## config.mk

```make
export PLATFORM = sky130hd
export DESIGN_NAME = rr_grant_arbiter_4
export DESIGN_NICKNAME = d
export VERILOG_FILES = /design/src/rtl/arb_pkg.sv /design/src/rtl/Decoder_2_4.sv /design/src/rtl/rr_grant_arbiter_4.sv
export SDC_FILE = /design/constraint.sdc
export NUM_CORES = 1
export LEC_CHECK = 0
export BUFFER_PORTS_ARGS = -buffer_cell sky130_fd_sc_hd__buf_2
export CAP_MARGIN = 20
export CORE_AREA = 3 3 40 42
export CTS_CLUSTER_DIAMETER = 60
export CTS_CLUSTER_SIZE = 20
export DETAILED_ROUTE_END_ITERATION = 16
export DIE_AREA = 0 0 43 45
export PLACE_DENSITY = 0.68
export SLEW_MARGIN = 30
export SYNTH_ARGS = -nofsm -noshare
export SYNTH_HDL_FRONTEND = slang
export SYNTH_SLANG_ARGS = --single-unit
export TNS_END_PERCENT = 100
```

## constraint.sdc

```tcl
create_clock -name clk -period 2.6 [get_ports clk]
set_input_delay 0.13 -clock clk [delete_from_list [all_inputs] [get_ports clk]]
set_output_delay 0.13 -clock clk [all_outputs]
set_load 0.01 [all_outputs]
```

## src/rtl/arb_pkg.sv

```systemverilog
// Shared definitions for the 4-requester round-robin arbiter: sizes, FSM
// encoding and the rotating-priority search.
package arb_pkg;

  localparam int unsigned NUM_REQ = 4;
  localparam int unsigned ID_W    = 2;

  typedef enum logic {
    ST_IDLE  = 1'b0,
    ST_GRANT = 1'b1
  } arb_state_e;

  // Lowest-index requester at or above ptr (mod NUM_REQ), skipping masked clients.
  // Callers only use the result when at least one unmasked request is present.
  function automatic logic [ID_W-1:0] next_winner(input logic [NUM_REQ-1:0] req,
                                                  input logic [ID_W-1:0]    ptr,
                                                  input logic [NUM_REQ-1:0] excl_mask);
    logic [ID_W-1:0] idx;
    logic            found;
    next_winner = ptr;
    found       = 1'b0;
    for (int i = 0; i < NUM_REQ; i++) begin
      idx = ptr + ID_W'(i);
      if (!found && req[idx] && !excl_mask[idx]) begin
        next_winner = idx;
        found       = 1'b1;
      end
    end
  endfunction

endpackage

```

## src/rtl/Decoder_2_4.sv

```systemverilog
// 2-to-4 one-hot decoder with enable; output is all-zero when disabled.
module Decoder_2_4 (
  input  logic [1:0] inp,
  input  logic       enable,
  output logic [3:0] out
);

  always_comb begin
    out = '0;
    if (enable) out[inp] = 1'b1;
  end

endmodule

```

## src/rtl/rr_grant_arbiter_4.sv

```systemverilog
// 4-requester round-robin arbiter with one-hot decoded grant.
// Optional hold limit with forced release is enabled by defining ARB_TIMEOUT_EN.
module rr_grant_arbiter_4
  import arb_pkg::*;
#(
  parameter int unsigned MAX_HOLD = 8
) (
  input  logic                clk,
  input  logic                rst,
  input  logic [NUM_REQ-1:0]  req,
  output logic [NUM_REQ-1:0]  gnt,
  output logic [ID_W-1:0]     gnt_id,
  output logic                gnt_valid,
  output logic                timeout
);

  localparam int unsigned CNT_W = $clog2(MAX_HOLD);

  arb_state_e          state;
  logic [ID_W-1:0]     owner;
  logic [ID_W-1:0]     ptr;
  logic [NUM_REQ-1:0]  excl_mask;
  logic [ID_W-1:0]     winner;
  logic                any_other;
  logic                owner_req;
  logic                limit_hit;

  // While granted, the releasing owner is excluded from the re-arbitration.
  always_comb begin
    excl_mask = '0;
    if (state == ST_GRANT) excl_mask[owner] = 1'b1;
  end

  assign winner    = next_winner(req, ptr, excl_mask);
  assign any_other = |(req & ~excl_mask);
  assign owner_req = req[owner];

  always_ff @(posedge clk) begin
    if (rst) begin
      state <= ST_IDLE;
      owner <= '0;
      ptr   <= '0;
    end else begin
      unique case (state)
        ST_IDLE: begin
          if (any_other) begin
            state <= ST_GRANT;
            owner <= winner;
            ptr   <= winner + ID_W'(1);
          end
        end
        ST_GRANT: begin
          if (owner_req) begin
            if (limit_hit) state <= ST_IDLE;
          end else if (any_other) begin
            owner <= winner;
            ptr   <= winner + ID_W'(1);
          end else begin
            state <= ST_IDLE;
          end
        end
        default: state <= ST_IDLE;
      endcase
    end
  end

`ifdef ARB_TIMEOUT_EN
  logic [CNT_W-1:0] hold_cnt;
  logic             timeout_reg;

  assign limit_hit = (hold_cnt == CNT_W'(MAX_HOLD - 1));

  // Counter only runs while the same owner keeps its request; anything else restarts it.
  always_ff @(posedge clk) begin
    if (rst) begin
      hold_cnt    <= '0;
      timeout_reg <= 1'b0;
    end else begin
      timeout_reg <= (state == ST_GRANT) && owner_req && limit_hit;
      if ((state == ST_GRANT) && owner_req && !limit_hit) begin
        hold_cnt <= hold_cnt + CNT_W'(1);
      end else begin
        hold_cnt <= '0;
      end
    end
  end

  assign timeout = timeout_reg;
`else
  logic unused_cfg;

  assign limit_hit  = 1'b0;
  assign timeout    = 1'b0;
  assign unused_cfg = (MAX_HOLD > CNT_W);
`endif

  assign gnt_id    = owner;
  assign gnt_valid = (state == ST_GRANT);

  Decoder_2_4 u_gnt_dec (
    .inp    (gnt_id),
    .enable (gnt_valid),
    .out    (gnt)
  );

endmodule
```

# --- Word-level counts from Yosys, hierarchy flattened ---
# Cells that the tools add are included.
classes:
  n_eq_ne: 1
  n_mux: 36
  n_reduce_logical: 16
  bitwise: 3
  addsub: 4
  n_lt_le_gt_ge: 6
op_table:
  columns: ["op", "n"]
  rows:
  - ["binary-select mux 1 bit (select 2 bit)", 9]
  - ["< comparator 2 x 3 -> 1 bit (second input constant)", 5]
  - ["2-to-1 mux 1 bit", 15]
  - ["2-to-1 mux 2 bit", 7]
  - ["logical AND 1 bit", 8]
  - ["one-hot mux 2 bit (2 select lines)", 2]
  - ["logical NOT 1 bit", 7]
  - ["adder 2 x 1 -> 2 bit (second input constant)", 2]
  - ["adder 2 bit (second input constant)", 2]
  - ["bitwise AND 4 bit", 1]
  - ["2-to-1 mux 4 bit", 1]
  - ["inverter 4 bit", 1]
  - ["OR reduction 4 bit", 1]
  - ["demux 1 bit (select 2 bit)", 1]
  - [">= comparator 2 x 1 -> 1 bit (second input constant)", 1]
  - ["inequality test 2 bit (second input constant)", 1]
  - ["one-hot mux 1 bit (2 select lines)", 1]
  - ["inverter 1 bit", 1]
word_totals:
  reg_bits: 5
  inputBits: 6
  word_cells: 69
  out_inout_bits: 8

# --- Logic depth before layout (Yosys ltp) ---
# Gate-level depths: netlist of run 1.
depth:
  word_depth: 26
  mapped_depth: 7
  depth_no_buf: 6

# --- Modules after synthesis ---
# From an unflattened synthesis of run 1, not the netlist that was laid out.
unflattened:
  cells_unflattened: 71
  hier_area_um2: 540.5
modules_own_cells:
  columns: ["mod", "area_each_um2", "n_inst", "seq_area_each_um2", "cells_per_inst"]
  rows:
  - ["rr_grant_arbiter_4", 503.0, 1, 100.1, 67]
  - ["Decoder_2_4", 37.5, 1, 0.0, 4]

# --- Least setup slack after synthesis of run 1 ---
# Ideal clock, no wire load.
synth_path:
  path_type: "flip-flop to flip-flop"
  from: "reg owner[0], in the netlist gnt_id[0]"
  to: "reg ptr[1]"
  path_stages_with_launch: 8
  t_required_ps: 2497
  t_arrival_ps: 2027
  period_less_slack_ps: 2130
  setup_slack_ps: 470
  setup_time_ps: 103
  path_cell_list: "dfxtp_1 buf_4 xnor2_2 a21oi_2 nor2_1 mux4_2 o211a_1 a2111oi_2"
synth_via:
  elab_chain_len: 26
  word_cells_on_any_way: 44
synth_lines:
  columns: ["element", "line", "rtl"]
  rows:
  - ["start: declaration", "rr_grant_arbiter_4.sv:20", "logic [ID_W-1:0] owner;"]
  - ["start signal: assignment", "rr_grant_arbiter_4.sv:48", "owner <= winner;"]
  - ["start signal: assignment", "rr_grant_arbiter_4.sv:56", "owner <= winner;"]
  - ["< comparator 2 x 3 -> 1 bit (not written as such) or >= comparator 2 x 1 -> 1 bit (tied branches)", "rr_grant_arbiter_4.sv:31", "if (state == ST_GRANT) excl_mask[owner] = 1'b1;"]
  - ["logical AND 1 bit (not written as such)", "rr_grant_arbiter_4.sv:31", null]
  - ["2-to-1 mux 1 bit (not written as such)", "rr_grant_arbiter_4.sv:31", null]
  - ["demux 1 bit (select 2 bit)", null, null]
  - ["2-to-1 mux 4 bit", "rr_grant_arbiter_4.sv:31", null]
  - ["binary-select mux 1 bit (select 2 bit)", "arb_pkg.sv:24", "if (!found && req[idx] && !excl_mask[idx]) begin"]
  - ["2-to-1 mux 1 bit (not written as such)", "arb_pkg.sv:24", null]
  - ["logical NOT 1 bit", "arb_pkg.sv:24", null]
  - ["(+9 left out)", null, null]
  - ["2-to-1 mux 1 bit", "arb_pkg.sv:24", null]
  - ["logical NOT 1 bit", "arb_pkg.sv:24", null]
  - ["logical AND 1 bit (2 in series)", "arb_pkg.sv:24", null]
  - ["2-to-1 mux 2 bit", "arb_pkg.sv:24", null]
  - ["adder 2 x 1 -> 2 bit", "rr_grant_arbiter_4.sv:49, rr_grant_arbiter_4.sv:57", null]
  - ["2-to-1 mux 2 bit", "rr_grant_arbiter_4.sv:46, rr_grant_arbiter_4.sv:55", null]
  - ["2-to-1 mux 2 bit", "rr_grant_arbiter_4.sv:53", "if (owner_req) begin"]
  - ["one-hot mux 2 bit (2 select lines)", "rr_grant_arbiter_4.sv:44", "unique case (state)"]
  - ["end signal: assignment", "rr_grant_arbiter_4.sv:49", "ptr <= winner + ID_W'(1);"]
  - ["end signal: assignment", "rr_grant_arbiter_4.sv:57", "ptr <= winner + ID_W'(1);"]
  - ["end: declaration", "rr_grant_arbiter_4.sv:21", "logic [ID_W-1:0] ptr;"]
# Parallel ways exist; a longest one is shown, timed or not. The select of a mux whose other input is x is not followed.
# A chain may end at the register's enable or synchronous reset.

==> results.sh, run 1 <==
export IMPL_htreeDepth=1
export IMPL_hold_class="primary input to register"
export IMPL_first_pass_iters=4
export IMPL_dieArea_um2=1935
export IMPL_p_per_area_nw_per_um2=1147
export IMPL_drv_slew=0
export IMPL_max_stage_delay_ns=0.55
export IMPL_synth_avg_cell_area_um2=8.371
export IMPL_tns_ns=0
export IMPL_switching_share_pct=47.22
export IMPL_initial_core_util_pct=46.25
export IMPL_max_freq_mhz=437.2
export IMPL_worst_pin_slew_ns=0.4991
export IMPL_fp_dieW_um=43
export IMPL_synth_most_common_cell="nor2_1"
export IMPL_cts_tree="yes"
export IMPL_ff2ff_setup_slack_ns=0.31
export IMPL_grt_max_degree=11
export IMPL_whs_path_depth=2
export IMPL_r2r_end="ptr[1]$_SDFFE_PP0P_"
export IMPL_cts_sinks=5
export IMPL_routedWlPerCell_um=12.49
export IMPL_hpwl_um=1045
export IMPL_cts_root_buf="clkbuf_4"
export IMPL_synth_compound_area_share_pct=34.95
export IMPL_outcome="complete, no violations"
export IMPL_final_antenna_net_count=0
export IMPL_p_comb_share_pct=67.8
export IMPL_grt_pass1_vias=519
export IMPL_synthTopCellsByCount="nor2_1, a21oi_1, dfxtp_1"
export IMPL_gp_congestion=0.7936
export IMPL_diodes=0
export IMPL_post_cts_setup_buffers=0
export IMPL_synth_xor_area_share_pct=4.211
export IMPL_setup_viol=0
export IMPL_synth_distinct_cells=41
export IMPL_clk_path_buf_depth=2
export IMPL_row_count=13
export IMPL_slowest_stage="dfxtp_1"
export IMPL_core_um2=1285
export IMPL_hold_path_endpoint="gnt_id[1]$_SDFFE_PP0P_"
export IMPL_synth_edff_count=0
export IMPL_min_from="rst"
export IMPL_muxShareOfSynthArea_pct=14.53
export IMPL_finalClockSkew_ns=0.004051
export IMPL_vias_per_cell=5.637
export IMPL_yosysTopAreaCell="dfxtp_1"
export IMPL_cp_arrival_ns=2.43
export IMPL_postLayoutCellArea_um2=699.4
export IMPL_ios=14
export IMPL_worstRegToRegCells=6
export IMPL_required_ns=2.74
export IMPL_netlist_area_um2=594.3
export IMPL_hold_buffers=0
export IMPL_drtIter0Drc=14
export IMPL_area_growth_pct=17.68
export IMPL_ys_ff_latch=5
export IMPL_rsz0062_at_grt="no"
export IMPL_synth_top_family_by_area="compound AO/OA/AOI/OAI gates"
export IMPL_p_switching_mw=0.3787
export IMPL_power_frac_clock_pct=11.0
export IMPL_ys_async_sr_fraction_pct=0
export IMPL_clk_pin_slew_ns=0.04
export IMPL_die_h_um=45
export IMPL_overflow=0
export IMPL_synth_area_leaders="dfxtp_1, mux4_2, a21oi_1, nor2_1, mux2i_1"
export IMPL_layout_nets=94
export IMPL_grt_usage_pct=15.15
export IMPL_clkLatencyLatePin_ns=0.24
export IMPL_finalHoldViolCount=0
export IMPL_cts_buffers=3
export IMPL_grt_pass1_wl_um=2283
export IMPL_maxSlewHeadroom_pct=66.37
export IMPL_synth_top_area_share_pct=16.84
export IMPL_post_cts_resized=0
export IMPL_antenna_found_initial=0
export IMPL_final_min_clock_period_ns=2.287
export IMPL_criticalPathCategory="register to register"
export IMPL_num_vias=575
export IMPL_portBuffers=12
export IMPL_path_cells="xnor2_2 -> a31oi_4 -> nor2_2 -> mux4_2 -> o211a_1 -> a2111oi_2"
export IMPL_ir_worst_vdd_v=0.0004437
export IMPL_max_cap_viol_count=0
export IMPL_wl_um=1274
export IMPL_postPlaceCellArea_um2=673.1
export IMPL_p_leak_nw=0.2863
export IMPL_synth_seq_area_share_pct=16.84
export IMPL_synth_cells=71
export IMPL_synthAdderAreaFrac_pct=0
export IMPL_synthSimpleGateAreaFrac_pct=23.16
export IMPL_ys_flop_type="dfxtp_1"
export IMPL_cp_max_fo=8
export IMPL_crit_path_end_kind="register"
export IMPL_drc_errors=0
export IMPL_finalCritPeriodShare_pct=87.96
export IMPL_yosys_warnings=0
export IMPL_p_int_mw=0.4234
export IMPL_start_kind="register"
export IMPL_drive_above_1_share_pct=33.33
export IMPL_synth_nets=77
export IMPL_seqPwrFrac_pct=21.1
cell type report:
type                            count  area [µm²]
Clock buffer                        4       26.28
Timing Repair Buffer               16       90.09
Inverter                            1       3.754
Sequential cell                     5       100.1
Multi-Input combinational cell     61       460.4
Fill cell                         124       585.6
Tap cell                           15       18.77
metal layers:
metal | global-route usage (%) | share of wire, % | wire length [µm]
met4 | 1.807 | 0 | 0
met3 | 3.586 | 3.5 | 45
met1 | 21.45 | 50 | 637
met2 | 24.25 | 46 | 591
met5 | 0 | 0 | 0
stage by stage:
step | power (mW) | hold WS, ns | setup slack, ns | cells | utilization, %
finish | 0.8021 | 0.1238 | 0.3129 | 102 | 54.43
floorplan | 0.5978 | 0.1989 | 0.4700 | 71 | -
global route | 0.8895 | 0.1192 | 0.1517 | 102 | 54.43
global placement | 0.7104 | 0.3721 | 0.3652 | 98 | 52.39
detailed placement | 0.7159 | 0.3726 | 0.3070 | 98 | 52.39
CTS | 0.8077 | 0.1183 | 0.2947 | 102 | 54.43
cells by family (layout without fill, tap and decap cells):
family	count (synthesis)	in the layout
AOI/OAI and AO/OA	25	25
DFF	5	5
muxes	6	6
and+or+nand+nor	27	27
buffers and inverters	5	21
xor gates and xnor gates	2	2
other	1	1
placed cells by master, fill, tap and decap left out, types with 3 or more instances in the layout:
cell and count:
dfxtp_1 5, nor2_1 9, buf_4 4, mux2i_1 3
a21oi_1 7, nand2_1 4, buf_2 12, clkbuf_4 3
worst max-delay path, delay by kind of cell (launching register included):
kind | cells | cell delay (ns)
xor+xnor | 1 | 0.21
simple gates | 1 | 0.06
flops | 1 | 0.55
mux | 1 | 0.50
compound gates | 3 | 0.86
worst max path at each step:
stage,startpoint,slack [ns],depth (start not counted),endpoint
2_1_floorplan,gnt_id[0]$_SDFFE_PP0P_,0.47,7,ptr[1]$_SDFFE_PP0P_
3_3_place_gp,register,0.37,6,ptr[1]$_SDFFE_PP0P_
3_5_place_dp,register,0.31,6,ptr[1]$_SDFFE_PP0P_
4_1_cts,register,0.29,6,ptr[1]$_SDFFE_PP0P_
5_1_grt,register,0.15,6,ptr[1]$_SDFFE_PP0P_
6_report,register,0.31,6,ptr[1]$_SDFFE_PP0P_
power groups by stage:
stage | clock, mW | combinational [mW] | sequential, mW
after floorplan | 0 | 0.458 | 0.140
after global placement | 0 | 0.540 | 0.171
after detailed placement | 0 | 0.545 | 0.171
after CTS | 0.0916 | 0.547 | 0.170
after global routing | 0.101 | 0.611 | 0.178
final | 0.0884 | 0.544 | 0.170
Note: power is estimated with default switching activity, not from simulation.
==> run 2: changes to the inputs <==
--- a/config.mk
+++ b/config.mk
@@ -7,12 +7,11 @@
 export LEC_CHECK = 0
 export BUFFER_PORTS_ARGS = -buffer_cell sky130_fd_sc_hd__buf_2
 export CAP_MARGIN = 20
-export CORE_AREA = 3 3 40 42
+export CORE_MARGIN = 3
+export CORE_UTILIZATION = 35
 export CTS_CLUSTER_DIAMETER = 60
 export CTS_CLUSTER_SIZE = 20
 export DETAILED_ROUTE_END_ITERATION = 16
-export DIE_AREA = 0 0 43 45
-export PLACE_DENSITY = 0.68
 export SLEW_MARGIN = 30
 export SYNTH_ARGS = -nofsm -noshare
 export SYNTH_HDL_FRONTEND = slang
==> run 2 against run 1 <==
  * Utilization decreased by 10 points
  * Hold slack got worse by 0.0036 ns
  * Flip-flop and latch count unchanged
  * Global-route usage decreased by 2.8 points
  * Largest cell class unchanged
  * Clock power increased by 3.3%
  * Largest power group unchanged
  * Combinational power decreased by 4%
  * Clock skew about the same
  * Critical path type unchanged
==> results.sh, run 2 (synthesis gave the netlist of run 1 again) <==
export IMPL_outcome="complete, no violations"
export IMPL_max_freq_mhz=412.0
export IMPL_drtIter0Drc=4
export IMPL_layout_commonest_cell="buf_2"
export IMPL_finalCritPeriodShare_pct=93.35
export IMPL_p_leak_nw=0.2812
export IMPL_crit_path_end_kind="register"
export IMPL_cp_arrival_ns=2.57
export IMPL_area_growth_pct=16.63
export IMPL_final_min_clock_period_ns=2.427
export IMPL_cts_sinks=5
export IMPL_switching_share_pct=47.55
export IMPL_seqPwrFrac_pct=22.4
export IMPL_hpwl_um=1015
export IMPL_tns_ns=0
export IMPL_portBuffers=12
export IMPL_multi_input_area_um2=460.4
export IMPL_path_cells="xnor2_2 -> o221ai_2 -> nor2_2 -> mux4_2 -> o211a_1 -> a2111oi_2"
export IMPL_p_per_area_nw_per_um2=1144
export IMPL_max_stage_delay_ns=0.65
export IMPL_p_int_mw=0.4157
export IMPL_ios=14
export IMPL_gr_usage_met3_pct=4.598
export IMPL_antenna_found_initial=0
export IMPL_gp_congestion=0.8102
export IMPL_start_kind="register"
export IMPL_layout_nets=93
export IMPL_clk_pin_slew_ns=0.05
export IMPL_diodes=0
export IMPL_final_antenna_net_count=0
export IMPL_regArea_um2=100.1
export IMPL_grtUsageMet1_pct=16.70
export IMPL_grt_pass1_wl_um=1973
export IMPL_finalHoldViolCount=0
export IMPL_drv_slew=0
export IMPL_hold_class="primary input to register"
export IMPL_first_pass_iters=2
export IMPL_grtUsageMet2_pct=20.05
export IMPL_num_vias=566
export IMPL_required_ns=2.74
export IMPL_cts_buffers=3
export IMPL_routedWlPerCell_um=12.74
export IMPL_row_count=14
export IMPL_slowest_stage="dfxtp_1"
export IMPL_criticalPathCategory="register to register"
export IMPL_max_cap_viol_count=0
export IMPL_fin_util_pct=44.46
export IMPL_initial_core_util_pct=38.12
export IMPL_maxSlewHeadroom_pct=64.14
export IMPL_setup_viol=0
export IMPL_cp_max_fo=12
export IMPL_cp_num_buf_inv=0
export IMPL_p_switching_mw=0.3769
export IMPL_core_um2=1559
export IMPL_grt_most_used_layer="met2"
export IMPL_clk_path_buf_depth=2
export IMPL_htreeDepth=1
export IMPL_power_frac_clock_pct=11.5
export IMPL_drc_errors=0
export IMPL_stdcell_count=102
export IMPL_finalClockSkew_ns=0.004010
export IMPL_ir_worst_vdd_v=0.0003523
export IMPL_cp_top_family="compound AO/OA/AOI/OAI gates"
export IMPL_vias_per_cell=5.549
export IMPL_post_cts_setup_buffers=0
export IMPL_hold_buffers=0
export IMPL_grt_max_degree=13
export IMPL_wl_um=1299
export IMPL_cts_root_buf="clkbuf_4"
export IMPL_post_place_cells=98
export IMPL_clkLatencyLatePin_ns=0.24
export IMPL_dieArea_um2=2228
export IMPL_grt_pass1_vias=447
export IMPL_fillCellCount=163
export IMPL_p_comb_share_pct=66.1
export IMPL_drive_above_1_share_pct=32.56
export IMPL_most_common_layout_cells="buf_2, nor2_1, a21oi_1, dfxtp_1, nand2_1"
export IMPL_overflow=0
export IMPL_post_cts_resized=0
export IMPL_grt_usage_pct=12.36
export IMPL_worst_pin_slew_ns=0.5372
export IMPL_cts_tree="yes"
export IMPL_ff2ff_setup_slack_ns=0.17
export IMPL_fp_dieW_um=47.21
export IMPL_rsz0062_at_grt="no"
export IMPL_die_h_um=47.21
==> run 2: through the flow <==
stage / setup slack, ns / instance area, µm² / hold slack [ns] / power (mW)
3_3_place_gp: 0.2026 / 666.9 / 0.3722 / 0.7050
2_1_floorplan: 0.4700 / 594.3 / 0.1989 / 0.5978
6_report: 0.1730 / 693.2 / 0.1202 / 0.7926
3_5_place_dp: 0.1413 / 666.9 / 0.3828 / 0.7062
4_1_cts: 0.1359 / 693.2 / 0.1236 / 0.8020
5_1_grt: 0.01666 / 693.2 / 0.1266 / 0.8645
==> run 2: worst reg2reg max path, stage by stage (launching register included) <==
cell and delay (ns):
dfxtp_1 0.65, xnor2_2 0.23, o221ai_2 0.30, nor2_2 0.09, mux4_2 0.50, o211a_1 0.24, a2111oi_2 0.31
==> run 2: power groups by stage <==
stage               Clock, mW  Sequential (mW)  Combinational (mW)
detailed placement          0            0.181               0.525
global placement            0            0.181               0.524
finish                 0.0913            0.177               0.524
global route           0.0963            0.186               0.582
floorplan                   0            0.140               0.458
CTS                    0.0944            0.180               0.528
==> run 2: cell type report <==
type                            instances  area share (%)
Timing Repair Buffer                   15           11.91
Multi-Input combinational cell         61           66.43
Clock buffer                            4           3.791
Tap cell                               16           2.888
Inverter                                1          0.5415
Sequential cell                         5           14.44
==> run 2: path summary, 6_finish.rpt <==
kind / end / start / depth (start not counted)
worst max-delay path: ptr[1]$_SDFFE_PP0P_ / register / 6
worst min-delay path: gnt_id[1]$_SDFFE_PP0P_ / rst / 2
worst max register to register: ptr[1]$_SDFFE_PP0P_ / register / 6
worst min register to register: gnt_id[1]$_SDFFE_PP0P_ / gnt_id[1]$_SDFFE_PP0P_ / 2
==> run 2: routing by layer <==
layer	vias up	part of all wire [%]	wire (µm)
li1	296	-	-
met1	259	49	635
met2	11	47	613
met3	0	3.9	51
met4	0	0	0
met5	-	0	0
==> run 3: changes to the inputs <==
--- a/config.mk
+++ b/config.mk
@@ -8,10 +8,12 @@
 export BUFFER_PORTS_ARGS = -buffer_cell sky130_fd_sc_hd__buf_2
 export CAP_MARGIN = 20
 export CORE_MARGIN = 3
-export CORE_UTILIZATION = 35
+export CORE_UTILIZATION = 45
 export CTS_CLUSTER_DIAMETER = 60
 export CTS_CLUSTER_SIZE = 20
 export DETAILED_ROUTE_END_ITERATION = 16
+export GPL_ROUTABILITY_DRIVEN = 0
+export PLACE_DENSITY = 0.69
 export SLEW_MARGIN = 30
 export SYNTH_ARGS = -nofsm -noshare
 export SYNTH_HDL_FRONTEND = slang
==> run 3 against run 2 <==
  * Clock skew increased by 0.0062 ns
  * Sequential share of layout area decreased by 0.10 points
  * First-iteration DRC count increased to 2.5 times the previous value
  * Routed wire length increased by 8.2%
  * Sequential power decreased by 3%
  * Maximum frequency increased by 2.3%
  * Combinational power increased by 5.0%
  * Worst setup slack improved by 0.054 ns
  * Critical path type unchanged
  * Largest cell class unchanged
==> results.sh, run 3 (synthesis gave the netlist of run 1 again) <==
export IMPL_area_growth_pct=17.47
export IMPL_clk_pin_slew_ns=0.05
export IMPL_finalHoldWorstSlack_ns=0.1072
export IMPL_max_freq_mhz=421.4
export IMPL_p_leak_nw=0.2863
export IMPL_setup_viol=0
export IMPL_tns_ns=0
export IMPL_final_min_clock_period_ns=2.373
export IMPL_portBuffers=12
export IMPL_start_kind="register"
export IMPL_first_pass_iters=4
export IMPL_ff2ff_setup_slack_ns=0.23
export IMPL_drtIter0Drc=10
export IMPL_cts_tree="yes"
export IMPL_drv_slew=0
export IMPL_vias_per_cell=5.713
export IMPL_postPlaceCellArea_um2=671.9
export IMPL_grt_max_degree=11
export IMPL_finalClockSkew_ns=0.01026
export IMPL_grt_pass1_vias=547
export IMPL_layout_nets=94
export IMPL_row_count=12
export IMPL_core_um2=1171
export IMPL_num_vias=577
export IMPL_diodes=0
export IMPL_antenna_found_initial=0
export IMPL_htreeDepth=1
export IMPL_rsz0062_at_grt="no"
export IMPL_overflow=0
export IMPL_crit_path_end_kind="register"
export IMPL_final_setup_worst_slack_ns=0.2272
export IMPL_grt_usage_pct=18.32
export IMPL_most_common_layout_cells="buf_2, nor2_1, a21oi_1, dfxtp_1"
export IMPL_die_h_um=42.34
export IMPL_cts_root_buf="clkbuf_4"
export IMPL_hold_buffers=0
export IMPL_initial_core_util_pct=50.75
export IMPL_dieArea_um2=1793
export IMPL_cp_max_fo=9
export IMPL_ir_worst_vdd_v=0.0005474
export IMPL_fp_dieW_um=42.34
export IMPL_cts_buffers=3
export IMPL_regArea_um2=100.1
export IMPL_worstRegToRegCells=6
export IMPL_final_antenna_net_count=0
export IMPL_cts_sinks=5
export IMPL_routedWlPerCell_um=13.91
export IMPL_grt_pass1_wl_um=2463
export IMPL_clkLatencyLatePin_ns=0.25
export IMPL_ios=14
export IMPL_drc_errors=0
export IMPL_finalCritPeriodShare_pct=91.26
export IMPL_hpwl_um=1114
export IMPL_drive_above_1_share_pct=33.33
export IMPL_multi_input_area_um2=460.4
export IMPL_clk_path_buf_depth=2
export IMPL_endpoint="ptr[1]$_SDFFE_PP0P_"
export IMPL_finalHoldViolCount=0
export IMPL_required_ns=2.75
export IMPL_layout_commonest_cell="buf_2"
export IMPL_hold_class="primary input to register"
export IMPL_fillCellCount=119
export IMPL_post_cts_setup_buffers=0
export IMPL_r2r_end="ptr[1]$_SDFFE_PP0P_"
export IMPL_outcome="complete, no violations"
export IMPL_pre_cts_slack_ns=0.2510
export IMPL_postLayoutCellArea_um2=698.2
export IMPL_max_cap_viol_count=0
export IMPL_post_cts_resized=0
export IMPL_p_per_area_nw_per_um2=1167
export IMPL_wl_um=1405
export IMPL_cp_arrival_ns=2.52
export IMPL_criticalPathCategory="register to register"
-- run 3: cell count changes in the layout (fill, tap and decap cells not counted) --
cell   previous run  this run
buf_4             3         4
-- run 3: cell type report --
class / count / area share [%]
sequential: 5 / 14.34
tap: 14 / 2.509
inverter: 1 / 0.5376
timing repair buffer: 16 / 12.90
multi-input combinational: 61 / 65.95
clock buffer: 4 / 3.763
-- run 3: per-stage QoR --
| step | utilization, % | total power, mW | std cells |
|---|---|---|---|
| after floorplan | - | 0.5978 | 71 |
| after global placement | 57.37 | 0.7093 | 97 |
| after detailed placement | 57.37 | 0.7208 | 97 |
| after CTS | 59.62 | 0.8168 | 101 |
| after global routing | 59.62 | 0.8950 | 101 |
| final | 59.62 | 0.8144 | 101 |
-- run 3: layer usage --
metal	share of wire [%]	track usage, %	up-vias
met5	0	0	-
met4	0.57	4.348	0
met3	4.7	8.155	2
met2	45	29.18	13
met1	49	22.42	261
li1	-	-	301
-- run 3: worst min path at each step --
| stage | slack, ns | to | depth (start not counted) | start |
|---|---|---|---|---|
| 2_1_floorplan | 0.20 | ptr[1]$_SDFFE_PP0P_ | 1 | rst |
| 3_3_place_gp | 0.37 | ptr[1]$_SDFFE_PP0P_ | 2 | rst |
| 3_5_place_dp | 0.37 | ptr[1]$_SDFFE_PP0P_ | 2 | rst |
| 4_1_cts | 0.11 | ptr[1]$_SDFFE_PP0P_ | 2 | rst |
| 5_1_grt | 0.10 | ptr[1]$_SDFFE_PP0P_ | 2 | rst |
| 6_report | 0.11 | ptr[1]$_SDFFE_PP0P_ | 2 | rst |
-- run 3: worst max-delay path, cell delays in order (launching register included) --
cell	delay, ns
dfxtp_1	0.59
xnor2_2	0.23
o221ai_2	0.30
nor2_2	0.09
mux4_2	0.50
o211a_1	0.25
a2111oi_2	0.32
-- run 3: power by group --
| group | internal (mW) | switching, mW |
|---|---|---|
| registers | 0.105 | 0.0665 |
| clock network | 0.0582 | 0.0346 |
| logic | 0.260 | 0.290 |
| total | 0.424 | 0.391 |
